[config.mk]
export PLATFORM = sky130hd
export DESIGN_NAME = sim_test_monitor
export DESIGN_NICKNAME = d
export VERILOG_FILES = /design/src/rtl/sim_monitor_pkg.sv /design/src/rtl/store_log_buf.sv /design/src/rtl/sim_test_monitor.sv
export SDC_FILE = /design/constraint.sdc
export NUM_CORES = 1
export LEC_CHECK = 0
export CAP_MARGIN = 20
export CORE_UTILIZATION = 40
export DETAILED_ROUTE_END_ITERATION = 8
export PLACE_DENSITY = 0.67
export REMOVE_ABC_BUFFERS = 1
export SLEW_MARGIN = 15
export SYNTH_ARGS = -nofsm -noshare
export SYNTH_HDL_FRONTEND = slang
export SYNTH_SLANG_ARGS = --single-unit
[constraint.sdc]
create_clock -name clk -period 7.81 [get_ports clk]
set_clock_uncertainty 0.15 [all_clocks]
set_input_delay 1.562 -clock clk [delete_from_list [all_inputs] [get_ports clk]]
set_output_delay 1.562 -clock clk [all_outputs]
set_load 0.02 [all_outputs]
[src/rtl/sim_monitor_pkg.sv]
// Shared types for the end-of-test monitor: status encoding, default tohost
// address and the store-log entry layout.
package sim_monitor_pkg;

  typedef enum logic [2:0] {
    ST_RUN     = 3'd0,
    ST_PASS    = 3'd1,
    ST_FAIL    = 3'd2,
    ST_HALT    = 3'd3,
    ST_TIMEOUT = 3'd4
  } status_e;

  localparam logic [31:0] TOHOST_DEFAULT = 32'h0000_0FFC;

  // Log entries hold 32-bit fields, so the monitor supports XLEN up to 32.
  localparam int ENTRY_W = 32;

  typedef struct packed {
    logic [ENTRY_W-1:0] addr;
    logic [ENTRY_W-1:0] data;
  } store_entry_t;

endpackage

[src/rtl/store_log_buf.sv]
// Circular buffer of recent stores with a saturating fill count and a
// newest-relative combinational read port (index 0 = most recent write).
module store_log_buf
  import sim_monitor_pkg::*;
#(
  parameter int DEPTH = 8,
  localparam int AW = $clog2(DEPTH)
) (
  input  logic         clk,
  input  logic         reset,
  input  logic         we,
  input  store_entry_t wr_entry,
  input  logic [AW-1:0] rd_idx,
  output store_entry_t rd_entry,
  output logic [AW:0]  count
);

  localparam logic [AW:0] FULL = (AW+1)'(DEPTH);

  store_entry_t  mem [DEPTH];
  logic [AW-1:0] wptr_q, wptr_d;
  logic [AW:0]   count_q, count_d;
  logic [AW-1:0] rd_ptr;

  always_comb begin
    wptr_d  = wptr_q;
    count_d = count_q;
    if (we) begin
      wptr_d = wptr_q + AW'(1);
      if (count_q != FULL) count_d = count_q + (AW+1)'(1);
    end
  end

  always_ff @(posedge clk or posedge reset) begin
    if (reset) begin
      wptr_q  <= '0;
      count_q <= '0;
    end else begin
      wptr_q  <= wptr_d;
      count_q <= count_d;
    end
  end

  // Storage itself needs no reset: unfilled slots are masked by count_q.
  always_ff @(posedge clk) begin
    if (we) mem[wptr_q] <= wr_entry;
  end

  always_comb begin
    rd_ptr   = wptr_q - AW'(1) - rd_idx;
    rd_entry = '0;
    if ({1'b0, rd_idx} < count_q) rd_entry = mem[rd_ptr];
  end

  assign count = count_q;

endmodule

[src/rtl/sim_test_monitor.sv]
// End-of-test monitor: snoops stores and retires, ends the run on a tohost
// write, a same-PC halt loop or a timeout, and keeps counters plus a store log.
module sim_test_monitor
  import sim_monitor_pkg::*;
#(
  parameter int XLEN = 32,
  parameter logic [XLEN-1:0] TOHOST_ADDR = XLEN'(TOHOST_DEFAULT),
  parameter int TIMEOUT_CYCLES = 1000,
  parameter int HANG_CYCLES = 4,
  parameter int LOG_DEPTH = 8,
  parameter int CNT_W = 32,
  localparam int LW = $clog2(LOG_DEPTH)
) (
  input  logic            clk,
  input  logic            reset,
  input  logic            retire,
  input  logic [XLEN-1:0] pc,
  input  logic            mem_we,
  input  logic [XLEN-1:0] mem_addr,
  input  logic [XLEN-1:0] mem_wdata,
  input  logic [LW-1:0]   log_idx,
  output logic [XLEN-1:0] log_addr,
  output logic [XLEN-1:0] log_data,
  output logic [LW:0]     log_count,
  output logic            done,
  output logic [2:0]      status,
  output logic [XLEN-1:0] fail_code,
  output logic [CNT_W-1:0] cycle_count,
  output logic [CNT_W-1:0] instret_count,
  output logic [CNT_W-1:0] store_count
);

  localparam int HW = $clog2(HANG_CYCLES + 1);
  localparam logic [HW-1:0] HANG_MAX = HW'(HANG_CYCLES);
  // Counter value before the retire that completes HANG_CYCLES same-PC retires.
  localparam logic [HW-1:0] HANG_LAST = HW'(HANG_CYCLES - 2);
  localparam logic [CNT_W-1:0] TIMEOUT_LAST = CNT_W'(TIMEOUT_CYCLES - 1);

  status_e         state_q, state_d;
  logic [XLEN-1:0] fail_q, fail_d;
  logic [CNT_W-1:0] cycle_q, cycle_d, instret_q, instret_d, store_q, store_d;
  logic [HW-1:0]   hang_q, hang_d;
  logic [XLEN-1:0] last_pc_q, last_pc_d;

  logic running, tohost_hit, same_pc, halt_hit, timeout_hit, log_we;
  store_entry_t wr_entry, rd_entry;

  always_comb begin
    running     = (state_q == ST_RUN);
    tohost_hit  = mem_we && (mem_addr == TOHOST_ADDR);
    same_pc     = retire && (pc == last_pc_q);
    halt_hit    = same_pc && (hang_q == HANG_LAST);
    timeout_hit = (cycle_q == TIMEOUT_LAST);

    state_d   = state_q;
    fail_d    = fail_q;
    cycle_d   = cycle_q;
    instret_d = instret_q;
    store_d   = store_q;
    hang_d    = hang_q;
    last_pc_d = last_pc_q;

    if (running) begin
      cycle_d = cycle_q + CNT_W'(1);
      if (retire) instret_d = instret_q + CNT_W'(1);
      if (mem_we) store_d = store_q + CNT_W'(1);
      if (retire) begin
        last_pc_d = pc;
        if (!same_pc) hang_d = '0;
        else if (hang_q != HANG_MAX) hang_d = hang_q + HW'(1);
      end
      if (tohost_hit) begin
        if (mem_wdata == XLEN'(1)) begin
          state_d = ST_PASS;
        end else begin
          state_d = ST_FAIL;
          fail_d  = mem_wdata >> 1;
        end
      end else if (halt_hit) begin
        state_d = ST_HALT;
      end else if (timeout_hit) begin
        state_d = ST_TIMEOUT;
      end
    end
  end

  always_ff @(posedge clk or posedge reset) begin
    if (reset) begin
      state_q   <= ST_RUN;
      fail_q    <= '0;
      cycle_q   <= '0;
      instret_q <= '0;
      store_q   <= '0;
      hang_q    <= '0;
      last_pc_q <= '0;
    end else begin
      state_q   <= state_d;
      fail_q    <= fail_d;
      cycle_q   <= cycle_d;
      instret_q <= instret_d;
      store_q   <= store_d;
      hang_q    <= hang_d;
      last_pc_q <= last_pc_d;
    end
  end

  always_comb begin
    log_we        = running && mem_we;
    wr_entry.addr = ENTRY_W'(mem_addr);
    wr_entry.data = ENTRY_W'(mem_wdata);
  end

  store_log_buf #(.DEPTH(LOG_DEPTH)) u_log (
    .clk      (clk),
    .reset    (reset),
    .we       (log_we),
    .wr_entry (wr_entry),
    .rd_idx   (log_idx),
    .rd_entry (rd_entry),
    .count    (log_count)
  );

  assign log_addr      = XLEN'(rd_entry.addr);
  assign log_data      = XLEN'(rd_entry.data);
  assign done          = (state_q != ST_RUN);
  assign status        = state_q;
  assign fail_code     = fail_q;
  assign cycle_count   = cycle_q;
  assign instret_count = instret_q;
  assign store_count   = store_q;

endmodule

# Word-level counts from Yosys, hierarchy flattened
# Memories as Yosys holds them, arrays and structs flattened.
# Cells that the tools add are included.
totals:
  ff_bits: 172
  ram_bits: 512
  word_cells: 50
  memories: 1
op_classes:
  add_sub_neg: 8
  magnitude_cmp: 1
  eq_ne: 8
  muxes: 9
  n_bitwise: 1
  n_reduce_logical: 13
mem_list:
  columns: ["name", "depth", "width", "read_ports", "rd_clocked_by_memory_dff", "write_ports", "line_no", "rtl"]
  rows:
  - ["u_log.mem", 8, 64, 1, 0, 1, "store_log_buf.sv:20", "store_entry_t mem [DEPTH];"]
op_table:
  columns: ["cell", "n"]
  rows:
  - ["adder 32 x 1 -> 32 bit (second input constant)", 3]
  - ["two-way mux 64 bit", 1]
  - ["== test 32 x 1 -> 1 bit (second input constant)", 1]
  - ["== test 32 x 10 -> 1 bit (second input constant)", 1]
  - ["== test 32 x 12 -> 1 bit (second input constant)", 1]
  - ["== test 32 bit", 1]
  - ["two-way mux 3 bit", 5]
  - ["AND reduction 2 bit", 4]
  - ["adder 3 x 1 -> 3 bit (second input constant)", 2]
  - ["AND reduction 3 bit", 2]
  - ["nonzero test 3 bit", 2]
  - ["adder 4 x 1 -> 4 bit (second input constant)", 1]
  - ["logical AND 1 bit", 4]
  - ["less-than comparator 3 x 4 -> 1 bit", 1]
  - ["!= test 4 bit (second input constant)", 1]
  - ["== test 3 x 2 -> 1 bit (second input constant)", 1]
  - ["zero test 3 bit", 1]
  - ["!= test 3 bit (second input constant)", 1]
  - ["subtractor 3 x 1 -> 3 bit (second input constant)", 1]
  - ["subtractor 3 bit", 1]
  - ["two-way mux 1 bit", 2]
  - ["two-way mux 2 bit", 1]
  - ["!= test 2 x 1 -> 1 bit (second input constant)", 1]
  - ["inverter 1 bit", 1]

# Longest topological paths before layout
depth:
  depth_word: 5
  ltp_mapped: 9
  ltp_nobuf: 8

# By module
# From an unflattened synthesis, not the netlist that was laid out.
hier_totals:
  cells_unflattened: 1552
  area_unflattened_um2: 27570.2
modules_own_cells:
  columns: ["mod", "n_inst", "cells_each", "area_each_um2", "seq_area_each_um2"]
  rows:
  - ["store_log_buf", 1, 869, 20020.5, 15549.9]
  - ["sim_test_monitor", 1, 683, 7549.7, 4129.0]

# Worst setup path after synthesis
# OpenSTA, ideal clock, no wires.
synth_timing:
  path_type: "input to register"
  start: "in mem_we"
  end: "mem u_log.mem[0][0] (netlist name), enable pin"
  arrival_ns: 7.738
  required_ns: 7.017
  setup_slack_ns: -0.721
  path_stages: 2
  path_cell_list: "nand2_1 > nor4_1"
synth_between:
  elab_chain_len: 3
synth_rtl:
  columns: ["item", "line_no", "rtl"]
  rows:
  - ["start: declaration", "sim_test_monitor.sv:18", "input logic mem_we,"]
  - ["logical AND 1 bit", "sim_test_monitor.sv:108", "log_we = running && mem_we;"]
  - ["two-way mux 1 bit", "store_log_buf.sv:46", "if (we) mem[wptr_q] <= wr_entry;"]
  - ["two-way mux 1 bit (not written as such)", "store_log_buf.sv:46", null]
  - ["end: declaration", "store_log_buf.sv:20", null]
# Every way passes these cells.

# Final worst setup path
layout_timing:
  start: "in log_idx[0]"
  end: "out log_data[4]"
layout_between:
  elab_chain_len: 3
layout_rtl:
  columns: ["item", "line_no", "rtl"]
  rows:
  - ["start: declaration", "sim_test_monitor.sv:21", "input logic [LW-1:0] log_idx,"]
  - ["subtractor 3 bit", "store_log_buf.sv:50", "rd_ptr = wptr_q - AW'(1) - rd_idx;"]
  - ["memory (8 x 64 bit)", null, null]
  - ["two-way mux 64 bit (*)", "store_log_buf.sv:52", "if ({1'b0, rd_idx} < count_q) rd_entry = mem[rd_ptr];"]
  - ["end: declaration", "sim_test_monitor.sv:23", "output logic [XLEN-1:0] log_data,"]
# Every way passes the cells marked *; elsewhere a longest branch is shown, timed or not.

==> results.json <==
{
  "finalSetupViolations": 0,
  "fmax_mhz": 150,
  "p_seq_share_pct": 48.5,
  "avgSynthCellArea_um2": 16.9,
  "synth.ff_latch_count": 684,
  "clock_latency_ns": 0.61,
  "ir_worst_vdd_mv": 0.163,
  "setup_slack_ns": 1.14,
  "dpl-instance-area_um2": 31600,
  "ys_warn_count": 0,
  "cp.arrival_ns": 4.96,
  "start_util_pct": 40.6,
  "dp_slack_ns": 1.11,
  "p_sw_mw": 1.79,
  "die_area_um2": 69600,
  "dp_hpwl_mm": 40.0,
  "maxCapViolCount": 0,
  "combPwrFrac_pct": 7.8,
  "startpoint": "log_idx[0]",
  "cts_sinks": 684,
  "cts_made_buffers": 74,
  "grt_max_degree": 103,
  "drcViolationCount": 0,
  "wl_mm": 66.5,
  "clkPwrFrac_pct": 43.7,
  "crit_fanout": 75,
  "synthCells": 1621,
  "switching_share_pct": 22.1,
  "synth_flop_cell": "edfxtp_1",
  "timing.rr.start": "status[1]$_DFFE_PP0P_",
  "end_kind": "output pin",
  "endpoint": "log_data[4]",
  "fp.coreArea_um2": 67500,
  "clkTransAtPathRegs_ns": 0.06,
  "postCtsSetupBuffers": 0,
  "post-route-period-util_pct": 85.4,
  "overflow": 0,
  "firstDrtPassIters": 5,
  "required_ns": 6.10,
  "hold_path.class": "reg2reg",
  "slew_violations": 0,
  "ios": 303,
  "antenna_found_initial": 3,
  "p_int_mw": 6.29,
  "maxSlewHeadroom_pct": 34.8,
  "r2r_slack_ns": 4.75,
  "cellPowerDensity_nw_per_um2": 237,
  "synth-edff-count": 512,
  "reg2reg_to": "u_log.mem[2][14]$_DFFE_PP_",
  "grt_usage_pct": 19.4,
  "cts_buffer_depth": 3,
  "cts_tree": "done",
  "hold_viol": 0,
  "tightestPinTransition_ns": 0.978,
  "ff2ff_path_depth": 6,
  "detail-route-antenna-nets": 0,
  "portBuffers": 301,
  "fin_crit_ns": 6.67,
  "syn_to_final_growth_pct": 24.4,
  "htree_levels": 3,
  "grt_pass1_vias": 16000,
  "synth_cell_types": 51,
  "ys_async_sr_fraction_pct": 25.1,
  "grt_pass1_wl_mm": 101,
  "routabilityCongestion": 0.814,
  "vias": 15200,
  "viasPerCell": 5.27,
  "cts_resized": 0,
  "drive_above_1_share_pct": 16.4,
  "dr.first_iter.drc_count": 1057,
  "row_count": 95,
  "finalPower_mw": 8.08,
  "wire_per_inst_um": 23.0,
  "status": "finished, final reports clean",
  "path_class": "in2out",
  "power.leakage_nw": 12.1,
  "root_buffer": "clkbuf_16",
  "cts_hold_buf": 0,
  "final_nets": 2080,
  "diodes": 0,
  "worst_setup_path_start_kind": "input pin",
  "fp.dieH_um": 264,
  "yosysSeqAreaShare_pct": 71.8,
  "fin_area_um2": 34100,
  "fin_util_pct": 50.5,
  "netlist_area_um2": 27400,
  "rsz0062_at_grt": "false",
  "die_w_um": 264
}
==> critical path: stages <==
cell and delay (ns):
clkdlybuf4s50_1 0.41, inv_1 0.13, ha_4 0.14, inv_1 0.05, fa_4 0.80, buf_12 0.33
mux4_2 0.29, nand2_1 0.05, a21oi_1 0.37, clkdlybuf4s50_1 0.69
==> kinds of logic (layout without fill, tap and decap cells) <==
family / after synthesis / in the layout / share of synthesized area, %
simple gates: 470 / 470 / 8.27
mux: 160 / 160 / 12.2
other cells: 1 / 1 / 0.0137
flops: 684 / 684 / 71.8
xor+xnor: 132 / 132 / 4.22
compound gates: 80 / 80 / 1.54
fa+ha+maj: 13 / 13 / 0.621
buf+inv: 81 / 480 / 1.27
==> per-stage QoR <==
stage,TNS (ns),std cells,hold slack (ns)
floorplan,-139.25,1557,0.317
global placement,0,2761,0.314
detailed placement,0,2761,0.312
CTS,0,2893,0.332
global route,0,2893,0.334
finish,0,2893,0.330
==> synthesized netlist by cell type (all sizes together), types with 23 or more instances <==
cell type	number	area share (%)
xnor2	100	3.2
edfxtp	512	56
nor2	23	0.32
mux4	128	11
mux2	32	1.7
dfrtp	172	16
a21oi	67	1.2
nand4	37	0.87
clkbuf	46	0.63
xor2	32	1.0
nand3	30	0.55
nand2	285	3.9
==> cell usage in the layout (no fill, tap or decap), types with 3 or more instances in the layout <==
cell             synthesis  final
a21oi_1                 67     66
clkbuf_16                0     74
clkbuf_8                 0      7
or3_1                    3      3
nor2_1                  23     20
inv_6                    0      4
ha_1                    12     11
mux2_4                  30     30
nor2_4                   0      3
edfxtp_1               512    512
nor4_1                  17     16
mux4_2                 128    128
clkbuf_1                46     13
nor3_2                   3      6
nor3_1                  13      9
and2_1                   4      4
nor4_2                   2      3
bufinv_16                0      8
nand4_1                 36     36
clkinvlp_4               0      3
buf_12                   0      5
clkinv_2                 0     10
dfrtp_1                172    172
o21ai_0                  7      7
nand2_1                285    285
clkdlybuf4s50_1          0    301
buf_4                    1     25
clkinv_1                 0      8
or4_1                    3      3
xor2_1                  32     31
and4_1                  13     13
and3_1                  19     19
inv_1                   16     15
xnor2_1                100     99
nand3_1                 30     30
==> metal layers <==
layer	GRT usage [%]	share of wire, %	vias up
met5	0	0.035	-
met4	4.29	1.8	4
met3	6.03	8.2	85
met2	31.1	48	482
met1	25.9	42	7826
li1	-	-	6846
==> final cells by class <==
type | count | area, um2
Clock buffer | 94 | 2000
Clock inverter | 38 | 452
Fill cell | 5501 | 33400
Inverter | 17 | 71.3
Multi-Input combinational cell | 856 | 7490
Sequential cell | 684 | 19700
Tap cell | 873 | 1090
Timing Repair Buffer | 331 | 3300
==> sequential cells by signal (all words and copies together) (netlist names) <==
signal,cells
hang_q,3
u_log.wptr_q,3
status,3
fail_code,31
store_count,32
u_log.count,4
cycle_count,32
u_log.mem,512
last_pc_q,32
instret_count,32
==> power groups by stage <==
stage               registers [mW]  clock network [mW]  logic, mW
finish                        3.92                3.53      0.629
global route                  3.92                3.74      0.679
CTS                           3.92                3.60      0.645
detailed placement            3.99                   0      0.643
global placement              3.99                   0      0.638
floorplan                     4.00                   0      0.410
==> worst min-delay path by stage <==
stage / from / slack [ns] / cells after the start / endpoint
after floorplan: last_pc_q[0]$_DFFE_PP0P_ / 0.32 / 2 / last_pc_q[0]$_DFFE_PP0P_
after CTS: instret_count[31]$_DFFE_PP0P_ / 0.33 / 1 / instret_count[31]$_DFFE_PP0P_
after global routing: store_count[31]$_DFFE_PP0P_ / 0.33 / 1 / store_count[31]$_DFFE_PP0P_
after global placement: instret_count[31]$_DFFE_PP0P_ / 0.31 / 1 / instret_count[31]$_DFFE_PP0P_
after detailed placement: instret_count[31]$_DFFE_PP0P_ / 0.31 / 1 / instret_count[31]$_DFFE_PP0P_
final: instret_count[31]$_DFFE_PP0P_ / 0.33 / 1 / instret_count[31]$_DFFE_PP0P_
(Power assumes the default switching activity.)
==> RTL change, RTL diff (same settings) <==
`instret_q` no longer has a reset.
--- a/src/rtl/sim_test_monitor.sv
+++ b/src/rtl/sim_test_monitor.sv
@@ -90,5 +90,4 @@
       fail_q    <= '0;
       cycle_q   <= '0;
-      instret_q <= '0;
       store_q   <= '0;
       hang_q    <= '0;
@@ -98,9 +97,12 @@
       fail_q    <= fail_d;
       cycle_q   <= cycle_d;
-      instret_q <= instret_d;
       store_q   <= store_d;
       hang_q    <= hang_d;
       last_pc_q <= last_pc_d;
     end
+  end
+
+  always_ff @(posedge clk) begin
+    instret_q <= instret_d;
   end
 
Behaviour: not the same (a bounded check fails within 4 cycles, from zero or initial values and one cycle with reset high).
==> RTL change against the original RTL <==
  * Setup slack got worse by 0.078 ns
  * Clock power about the same
  * Routed wire length fell by 5.3%
  * Sequential share of layout area is 0.079 points higher
  * Cell area increased by 0.68%
  * Sequential cell count unchanged
  * Total power increased by 0.25%
  * Largest cell class unchanged
  * Final cell count increased by 0.21%
  * Synthesized area rose by 0.33%
==> RTL change: results (changes against the original RTL) <==
----------------------------------------------------
[Timing]
  Setup WS post-layout ... 1.06 ns (-0.0777 ns)
  Worst hold slack after final layout ... 0.327 ns (-0.00340 ns)

[Detailed routing]
  Post-DR wirelength/cell ... 21.7 um (-5.5%)

[Cells and area]
  Share of final-layout standard cells stronger than drive strength 1 ... 16.1% (-0.29 points)
  Proportion of cell area spent on the clock network ... 7.26% (+0.072 points)
  FF+latch area ... 0.0198 mm^2 (+0.81%)
  Clock Buffer Count ... 93 (-1.1%)
  Buffers outside the clock class ... 332 (+0.30%)
  Non-clock inverter instance count of the final layout ... 21 (+4)

[Critical path]
  Worst setup path endpoint ... log_data[17]
  Largest fanout on the critical path ... 36 (-52%)
  R2r endpoint ... u_log.mem[1][49]
  Crit-path max cell delay ... 0.95 ns (+0.15 ns)
  R2R setup slack ... 4.67 ns (-0.08 ns)

[Placement]
  Placed wire-length estimate after detailed placement ... 39100 um (-2.2%)
  Cell count after placement ... 2756 (-0.18%)
  Routability cong. ... 0.797 (-2.1%)

[Synthesis]
  Synth cell types ... 48 (-5.9%)
  Number of enable flip-flop cells after synthesis ... 544 (+6.3%)
  Post-synthesis async set-or-reset flop share ... 20.5% (-4.7 points)
  Post-synthesis sequential area ratio ... 72.2% (+0.35 points)
  Number of cells produced by synthesis ... 1615 (-0.37%)

[Power and ir drop]
  Total leakage power ... 12.1 nW (-0.16%)

[Global route]
  Largest net degree at the start of global routing ... 76 (-26%)
  Wire length of the first global-routing pass ... 96000 um (-4.7%)

[Min path]
  Startpoint of the tightest hold check path ... store_count[31]

[Run status]
  Run status ... finished, final reports clean

----------------------------------------------------
RTL change: power by group:
group / total [mW] / internal, mW / switching, mW
clock: 3.54 / 2.12 / 1.42
sequential: 3.94 / 3.93 / 0.00142
combinational: 0.620 / 0.283 / 0.338
total: 8.10 / 6.34 / 1.76
RTL change: kinds of logic (layout without fill, tap and decap cells):
| kind of cell | Yosys count | after routing | synth area share [%] |
|---|---|---|---|
| xor gates and xnor gates | 131 | 131 | 4.17 |
| muxes | 162 | 162 | 12.3 |
| other | 1 | 2 | 0.0136 |
| DFF | 684 | 684 | 72.2 |
| and+or+nand+nor | 462 | 462 | 7.94 |
| AOI/OAI and AO/OA | 79 | 79 | 1.51 |
| buffers and inverters | 83 | 493 | 1.30 |
| adders and majority gates | 13 | 13 | 0.619 |
RTL change: routing by layer:
layer	GRT usage, %	vias up	wire, um
li1	-	6867	-
met1	24.3	7876	27200
met5	0	-	26
met2	29.8	457	30700
met3	3.52	91	3620
met4	5.92	4	1480
